<file path="src/rtl/program_loader_pkg.sv">
// Shared definitions for the boot-time program loader: FSM encoding and imem base address.
package program_loader_pkg;

  typedef enum logic [2:0] {
    ST_IDLE  = 3'd0,
    ST_HDR0  = 3'd1,
    ST_HDR1  = 3'd2,
    ST_LOAD  = 3'd3,
    ST_CHECK = 3'd4,
    ST_DONE  = 3'd5,
    ST_ERROR = 3'd6
  } loader_state_t;

  localparam logic [31:0] IMEM_BASE = 32'h0000_0000;

endpackage

</file>
<file path="src/rtl/program_loader_byte_assembler.sv">
// Packs a little-endian byte stream into 32-bit words; word/word_valid update on the 4th byte.
module program_loader_byte_assembler (
  input  logic        clk,
  input  logic        reset,
  input  logic        clear,
  input  logic        byte_valid,
  input  logic [7:0]  byte_data,
  output logic        last_byte,
  output logic        word_valid,
  output logic [31:0] word
);

  logic [23:0] shift_q;
  logic [1:0]  cnt_q;

  assign last_byte = byte_valid && (cnt_q == 2'd3);

  // word holds its last value across clear so imem_wdata never glitches on reload
  always_ff @(posedge clk or negedge reset) begin
    if (!reset) begin
      shift_q    <= '0;
      cnt_q      <= '0;
      word_valid <= 1'b0;
      word       <= '0;
    end else begin
      word_valid <= last_byte;
      if (clear) begin
        shift_q <= '0;
        cnt_q   <= '0;
      end else if (byte_valid) begin
        cnt_q   <= cnt_q + 2'd1;
        shift_q <= {byte_data, shift_q[23:8]};
        if (last_byte) word <= {byte_data, shift_q};
      end
    end
  end

endmodule

</file>
<file path="src/rtl/program_loader.sv">
// Boot loader: header/length check, word writes to imem, XOR checksum verify, core hold control.
// state | meaning
// IDLE  | counters cleared, about to accept a header
// HDR0  | waiting for word count low byte
// HDR1  | waiting for word count high byte, length checked
// LOAD  | streaming data bytes into imem words
// CHECK | waiting for the XOR checksum byte
// DONE  | image verified, core released
// ERROR | length or checksum failure, core held
module program_loader
  import program_loader_pkg::*;
#(
  parameter int ADDR_WIDTH = 8
) (
  input  logic        clk,
  input  logic        reset,
  input  logic        reload,
  input  logic        in_valid,
  input  logic [7:0]  in_data,
  output logic        in_ready,
  output logic        imem_we,
  output logic [31:0] imem_addr,
  output logic [31:0] imem_wdata,
  output logic        cpu_hold,
  output logic        load_done,
  output logic        load_error
);

  localparam int          IDX_W     = ADDR_WIDTH + 1;
  localparam logic [16:0] MAX_WORDS = 17'd1 << ADDR_WIDTH;

  loader_state_t state, state_nxt;

  logic [7:0]       n_lo;
  logic [15:0]      n_words;
  logic [IDX_W-1:0] word_idx;
  logic [7:0]       checksum;
  logic             xfer, load_byte, word_last_byte, last_word;
  logic [16:0]      hdr_n;
  logic             in_ready_d, cpu_hold_d, load_done_d, load_error_d;

  assign xfer      = in_valid && in_ready;
  assign load_byte = xfer && (state == ST_LOAD);
  assign hdr_n     = {1'b0, in_data, n_lo};
  assign last_word = (17'(word_idx) + 17'd1) == {1'b0, n_words};

  program_loader_byte_assembler u_asm (
    .clk        (clk),
    .reset      (reset),
    .clear      (state == ST_IDLE),
    .byte_valid (load_byte),
    .byte_data  (in_data),
    .last_byte  (word_last_byte),
    .word_valid (imem_we),
    .word       (imem_wdata)
  );

  always_ff @(posedge clk or negedge reset) begin
    if (!reset) state <= ST_IDLE;
    else        state <= state_nxt;
  end

  always_comb begin
    state_nxt = state;
    case (state)
      ST_IDLE:  state_nxt = ST_HDR0;
      ST_HDR0:  if (xfer) state_nxt = ST_HDR1;
      ST_HDR1:
        if (xfer) begin
          if (hdr_n > MAX_WORDS) state_nxt = ST_ERROR;
          else if (hdr_n == 17'd0) state_nxt = ST_CHECK;
          else state_nxt = ST_LOAD;
        end
      ST_LOAD:  if (word_last_byte && last_word) state_nxt = ST_CHECK;
      ST_CHECK: if (xfer) state_nxt = (in_data == checksum) ? ST_DONE : ST_ERROR;
      ST_DONE, ST_ERROR: if (reload) state_nxt = ST_IDLE;
      default:  state_nxt = ST_IDLE;
    endcase
  end

  // outputs are decoded from the next state so the registered copies line up with state
  always_comb begin
    in_ready_d   = (state_nxt == ST_HDR0) || (state_nxt == ST_HDR1) ||
                   (state_nxt == ST_LOAD) || (state_nxt == ST_CHECK);
    cpu_hold_d   = (state_nxt != ST_DONE);
    load_done_d  = (state_nxt == ST_DONE);
    load_error_d = (state_nxt == ST_ERROR);
  end

  always_ff @(posedge clk or negedge reset) begin
    if (!reset) begin
      in_ready   <= 1'b0;
      cpu_hold   <= 1'b1;
      load_done  <= 1'b0;
      load_error <= 1'b0;
      imem_addr  <= '0;
      n_lo       <= '0;
      n_words    <= '0;
      word_idx   <= '0;
      checksum   <= '0;
    end else begin
      in_ready   <= in_ready_d;
      cpu_hold   <= cpu_hold_d;
      load_done  <= load_done_d;
      load_error <= load_error_d;
      if (state == ST_IDLE) begin
        word_idx <= '0;
        checksum <= '0;
      end
      if (xfer && state == ST_HDR0) n_lo <= in_data;
      if (xfer && state == ST_HDR1) n_words <= {in_data, n_lo};
      if (load_byte) begin
        checksum <= checksum ^ in_data;
        if (word_last_byte) begin
          imem_addr <= IMEM_BASE + (32'(word_idx) << 2);
          word_idx  <= word_idx + 1'b1;
        end
      end
    end
  end

endmodule

</file>
<file path="config.mk">
export PLATFORM = sky130hd
export DESIGN_NAME = program_loader
export DESIGN_NICKNAME = d
export VERILOG_FILES = /design/src/rtl/program_loader_pkg.sv /design/src/rtl/program_loader_byte_assembler.sv /design/src/rtl/program_loader.sv
export SDC_FILE = /design/constraint.sdc
export NUM_CORES = 1
export LEC_CHECK = 0
export CORE_AREA = 2 2 140 74
export DETAILED_ROUTE_END_ITERATION = 10
export DIE_AREA = 0 0 142 76
export GPL_TIMING_DRIVEN = 0
export MAX_ROUTING_LAYER = met4
export PLACE_DENSITY = 0.93
export SLEW_MARGIN = 20
export SYNTH_ARGS = -nofsm -noshare
export SYNTH_HDL_FRONTEND = slang
export SYNTH_SLANG_ARGS = --single-unit
export TNS_END_PERCENT = 1
</file>
<file path="constraint.sdc">
create_clock -name clk -period 5.4 [get_ports clk]
set_input_delay 1.08 -clock clk [delete_from_list [all_inputs] [get_ports clk]]
set_output_delay 1.08 -clock clk [all_outputs]
set_load 0.01 [all_outputs]
</file>
==> flow_metrics.env <==
export IMPL_status="completed"
export IMPL_netlist_instances=564
export IMPL_rsz0062_at_grt="false"
export IMPL_syn_avg_cell_area_um2=9.548
export IMPL_worstPathRequired_ps=5680
export IMPL_grt_overflow=0
export IMPL_powerDensity_nw_per_um2=445.9
export IMPL_post_place_ws_ps=1956
export IMPL_numPortBuffers=56
export IMPL_numClockSinks=116
export IMPL_drc=0
export IMPL_clockBufferDepth=2
export IMPL_firstDrtPassIters=5
export IMPL_startpoint_type="input port"
export IMPL_crit_buf_inv=1
export IMPL_final_util=0.7041
export IMPL_placed_cells=769
export IMPL_reg2reg_from="word_idx[0]"
export IMPL_fp_row_count=26
export IMPL_routed_wl_um=13790
export IMPL_yosys_area_top_type_share=0.5344
export IMPL_drive_gt1_frac=0.1511
export IMPL_vdd_ir_drop_max_mv=0.2905
export IMPL_antenna_found_initial=0
export IMPL_via_per_inst=5.591
export IMPL_worst_slew_pin_slew_ps=817.9
export IMPL_core_area_um2=9727
export IMPL_synth_common_cells="nand2_1 (191), dfrtp_1 (115), o21ai_0 (37)"
export IMPL_dieWidth_um=142
export IMPL_setup_ws_ps=2360
export IMPL_clock_skew_ps=5.294
export IMPL_setup_violations=0
export IMPL_drt_initial_drc_count=502
export IMPL_timing_final_crit_share=0.5630
export IMPL_synth_area_leader_cell="dfrtp_1"
export IMPL_cp_top_family="simple AND/OR/NAND/NOR gates"
export IMPL_grt_usage=0.2743
export IMPL_fmaxAchievable_ghz=0.3289
export IMPL_root_buffer="clkbuf_16"
export IMPL_ant_nets=0
export IMPL_cts_tree="done"
export IMPL_seq_power_share=0.381
export IMPL_synth_yosys_warnings=0
export IMPL_cts_max_level=4
export IMPL_cp_arrival_ps=3320
export IMPL_dieArea_um2=10790
export IMPL_yosysUniqueCellTypes=61
export IMPL_chipHeight_um=76
export IMPL_fin_area_um2=6849
export IMPL_initial_core_util=0.5536
export IMPL_holdBufCountCts=0
export IMPL_vias=4478
export IMPL_routabilityCongestion=0.9774
export IMPL_layout_nets=676
export IMPL_areaGrowthSynthToFinish_pct=27.18
export IMPL_hpwlAfterDp_um=9399
export IMPL_post_drt_wl_per_cell_um=17.22
export IMPL_hold_viol_final=0
export IMPL_power_switching_uw=874.2
export IMPL_grt_pass1_vias=4267
export IMPL_drv_slew=0
export IMPL_hp_class="register to register"
export IMPL_synth_most_common_cell="nand2_1"
export IMPL_ys_top_cells_by_area="dfrtp_1 (53%), nand2_1 (13%), mux2_2 (4.8%)"
export IMPL_ys_seq_area_frac=0.5393
export IMPL_fin_crit_ps=3040
export IMPL_place_area_um2=6215
export IMPL_p_leak_uw=0.003368
export IMPL_swShare=0.2863
export IMPL_p_total_uw=3054
export IMPL_pin_count=81
export IMPL_power_frac_comb=0.225
export IMPL_synth_seq_cells=116
export IMPL_slowest_stage="clkdlybuf4s50_1"
export IMPL_ys_flop_type="dfrtp_1"
export IMPL_final_cells=801
export IMPL_clk_pin_slew_ps=60
export IMPL_cap_violations=0
export IMPL_slew_headroom=0.4524
export IMPL_grt_pass1_wl_um=21990
export IMPL_clk_insertion_delay_late_ps=420
export IMPL_intPower_uw=2180
export IMPL_clkPwrFrac=0.394
export IMPL_synth_edff_count=0
export IMPL_antenna_cells=0
export IMPL_criticalPathCategory="input port to register"
export IMPL_cts_resized=0
export IMPL_synth_area_um2=5385
export IMPL_grt_max_degree=87
export IMPL_async_reset_ff_frac=1.000
export IMPL_crit_fanout=9
export IMPL_post_cts_buffers=0
export IMPL_end_kind="register"
export IMPL_crit_chain="clkdlybuf4s50_1 > and3b_1 > nand2_2 > nor4_2 > or3b_1 > a2111oi_4 > o21ai_1"
export IMPL_hold_start="u_asm.word[20]"
export IMPL_cp_startpoint="in_valid"
export IMPL_cts_made_buffers=17
export IMPL_max_stage_delay_ps=550
==> stage by stage <==
step,setup TNS (ps),hold WS (ps)
after floorplan,0,438.4
after global placement,-94470,456.8
after detailed placement,0,458.6
after CTS,0,474.9
after global routing,0,497.6
final,0,474.4
==> registers in the layout, indices dropped and copies added (netlist names), 3 cells and up <==
| register | cells |
|---|---|
| n_words | 16 |
| u_asm.word | 32 |
| checksum | 8 |
| imem_addr | 9 |
| n_lo | 8 |
| word_idx | 9 |
| u_asm.shift_q | 24 |
| state | 3 |
==> cells by family after synthesis <==
kind of cell / share of synthesized area
compound gates: 0.07645
xor+xnor: 0.03090
fa+ha+maj: 0.004646
buf+inv: 0.06668
flops: 0.5393
mux: 0.04810
other cells: 0.0006964
simple gates: 0.2333
==> per-layer routing <==
metal | up-vias | share of wire | track usage
met5 | - | 0 | -
met4 | 0 | 0.011 | 0.06600
met3 | 18 | 0.093 | 0.07668
met2 | 209 | 0.45 | 0.3981
met1 | 2221 | 0.44 | 0.3868
li1 | 2030 | - | -
==> worst reg2reg max path: stages (launching register included) <==
cell,delay [ps]
dfrtp_1,470
ha_1,390
xor2_1,200
a211o_1,290
nor4_2,290
or3b_1,430
a2111oi_4,350
o21ai_1,110
==> power by group through the flow <==
stage | sequential (uW) | combinational, uW | clock, uW
3_3_place_gp | 1150 | 646 | 0
4_1_cts | 1160 | 691 | 1200
6_report | 1160 | 687 | 1200
2_1_floorplan | 1200 | 255 | 0
3_5_place_dp | 1170 | 676 | 0
5_1_grt | 1180 | 749 | 1250
==> path summary, 6_finish.rpt <==
check	endpoint	slack [ps]	cells after the start
worst max-delay path	state[1]	2360	7
worst min-delay path	u_asm.word[20]	470	2
worst max register to register	state[1]	2740	7
worst min register to register	u_asm.word[20]	470	2
max in group asynchronous	load_error	4170	2
min in group asynchronous	u_asm.word[5]	540	1
==> area by class of cell <==
cell class,instances,area [um^2]
fill,677,2878
clock buffer,19,452.9
sequential,116,2904
buffer,53,336.6
inverter,6,22.52
tap,126,157.7
multi-input combinational,411,2205
timing repair buffer,57,589.3
clock inverter,13,181.4
==> layout by cell type (no fill, tap or decap), drive strengths merged, types with 3 or more instances in the layout <==
cell type / Yosys / routed
nor4: 5 / 5
inv: 6 / 6
clkinvlp: 0 / 5
o21ai: 39 / 39
nor2: 25 / 25
nand2: 192 / 192
and3: 6 / 6
nand4: 3 / 3
bufinv: 0 / 4
or4: 4 / 4
clkinv: 0 / 4
buf: 33 / 35
a21oi: 4 / 4
dfrtp: 115 / 115
xor2: 6 / 6
clkbuf: 20 / 39
nand3: 22 / 22
clkdlybuf4s50: 0 / 55
mux2: 23 / 23
nor3b: 5 / 5
xnor2: 13 / 13
a31oi: 3 / 3
conb: 1 / 23
nor2b: 3 / 3
Note: power is estimated with default switching activity, not from simulation.
==> variant: new RTL, same flow settings <==
Change the parameter `ADDR_WIDTH` from 8 to 7.
--- a/src/rtl/program_loader.sv
+++ b/src/rtl/program_loader.sv
@@ -10,7 +10,7 @@
 module program_loader
   import program_loader_pkg::*;
 #(
-  parameter int ADDR_WIDTH = 8
+  parameter int ADDR_WIDTH = 7
 ) (
   input  logic        clk,
   input  logic        reset,
Behaviour: not the same (Yosys sat finds a counterexample within 4 cycles, from zero or initial values and one cycle with reset low).
==> variant against the unedited design <==
  * Utilization is 2.3 points lower
  * Wire length is 2.7% lower
  * Combinational power is 4.4% higher
  * Die area stayed put
  * Cell area is 3.2% lower
  * Total power is 3.8% higher
  * Area after synthesis is 4.3% lower
  * Setup slack worse by 0.066 ns
  * Sequential cell count is 2 lower
  * Hold slack better by 0.00056 ns
  * Global-route usage is 0.49 points lower
  * Sequential share of layout area is 0.65 points higher
  * Register-to-register slack better by 0.07 ns
  * Largest cell class unchanged
  * Highest routed layer unchanged
==> variant: results <==
{
  "filler_cell_count": 678,
  "gp_congestion": 0.894,
  "clk_pin_slew_ns": 0.05,
  "ys_seq_area_share_pct": 55.4,
  "cts_buffer_depth": 2,
  "cp_top_family": "buffers and inverters",
  "synth_mux_area_share_pct": 5.32,
  "cts_setup_buffers": 0,
  "clock_latency_ns": 0.42,
  "antenna_cells": 0,
  "drt-total-wl_um": 13400,
  "clockRootBuffer": "clkbuf_16",
  "fin_nets": 662,
  "synth_cell_types": 51,
  "worst-path-max-fanout": 7,
  "relSlewSlack_pct": 38.7,
  "yosysWarnings": 0,
  "cpPeakStageDelay_ns": 0.70,
  "status": "finished, final reports clean",
  "via_count": 4351,
  "ys_top_cells_by_area": "dfrtp_1 55%, nand2_1 13%, buf_4 3.5%",
  "cts_buffers": 17,
  "synthFlopType": "dfrtp_1",
  "grt_max_degree": 82,
  "grt_pass1_vias": 4243,
  "synth-compound-area-share_pct": 7.53,
  "antenna_found_initial": 0,
  "drtIter0Drc": 502,
  "cts-htree-levels": 4,
  "reg_top3": "u_asm.word: 32 flops, u_asm.shift_q: 24 flops, n_words: 16 flops",
  "ir_drop_mv": 0.283,
  "drive_gt1_share_pct": 11.8,
  "io_buffers": 56,
  "hold_path_class": "reg -> reg",
  "synth_commonest_cells": "184 x nand2_1, 113 x dfrtp_1, 31 x nand3_1, 24 x buf_4, 21 x nor2_1",
  "yosys.area_share.xor_xnor_pct": 2.55,
  "crit_slowest_cell": "clkdlybuf4s50_1",
  "cts.repair.resized": 0,
  "synth_adder_area_share_pct": 0.486,
  "dpl_worst_slack_ns": 1.93,
  "dpl.hpwl_um": 9210,
  "fin_skew_ns": 0.00852,
  "grt_usage_pct": 26.9,
  "p_leak_nw": 3.29,
  "dpl_cell_area_mm2": 0.00599,
  "synth-async-reset-ratio_pct": 100,
  "dr.pass1.iters": 5,
  "grt_pass1_wl_um": 21700,
  "arrival_ns": 3.40
}
[variant: changes by cell type in the layout (fill, tap and decap cells not counted), sizes merged, moves of 3 or more]
cell      before  now
and3           6    1
xnor2         13   10
nor3b          5    2
and2           1    4
nor3           2    5
nand3         22   32
nor2          25   21
a21oi          4    9
nand2        192  184
clkinvlp       5    1
a211oi         0    3
[variant: cell type report]
cell class,count,area share (%)
sequential,114,43.1
multi-input combinational,400,31.2
timing repair buffer,57,8.89
clock buffer,21,6.95
buffer,51,4.36
clock inverter,11,2.76
tap,126,2.38
inverter,7,0.396
[variant: logic make-up after synthesis]
group | Yosys count
mux | 24
other cells | 1
buf+inv | 58
flops | 114
compound gates | 64
fa+ha+maj | 2
xor+xnor | 15
simple gates | 271
[variant: tightest hold or removal path, stage by stage (launching register included)]
cell     delay, ns
dfrtp_1       0.34
nand2_1       0.05
nand2_1       0.06
[variant: worst paths after layout]
check                                      startpoint                         end  slack, ns  cells past startpoint
setup / recovery                           in_data[6]          in_ready$_DFF_PN0_       2.29                      7
hold / removal             u_asm.word[11]$_DFFE_PN0P_  u_asm.word[11]$_DFFE_PN0P_       0.47                      2
setup reg to reg                word_idx[1]$_DFF_PN0_        load_error$_DFF_PN0_       2.81                      6
hold reg to reg            u_asm.word[11]$_DFFE_PN0P_  u_asm.word[11]$_DFFE_PN0P_       0.47                      2
max in group asynchronous                       reset  u_asm.word[19]$_DFFE_PN0P_       4.14                      2
min in group asynchronous                       reset    imem_addr[7]$_DFFE_PN0P_       0.55                      1
[variant: through the flow]
stage | utilization [%] | instances
2_1_floorplan | - | 572
3_3_place_gp | 61.2 | 754
3_5_place_dp | 61.5 | 755
4_1_cts | 68.2 | 787
5_1_grt | 68.2 | 787
6_report | 68.2 | 787
[variant: routing by layer]
layer  routed length [µm]  vias to the layer above  GRT usage (%)
li1                     -                     1980              -
met1                 5950                     2131           37.7
met2                 6070                      215           39.4
met3                 1200                       25           6.54
met4                  194                        0           8.10
met5                    0                        -              -
[variant: power by group]
| group | internal [W] | switching, W |
|---|---|---|
| clock network | 0.000838 | 0.000390 |
| registers | 0.00105 | 0.000169 |
| logic | 0.000302 | 0.000415 |
| total | 0.00219 | 0.000974 |
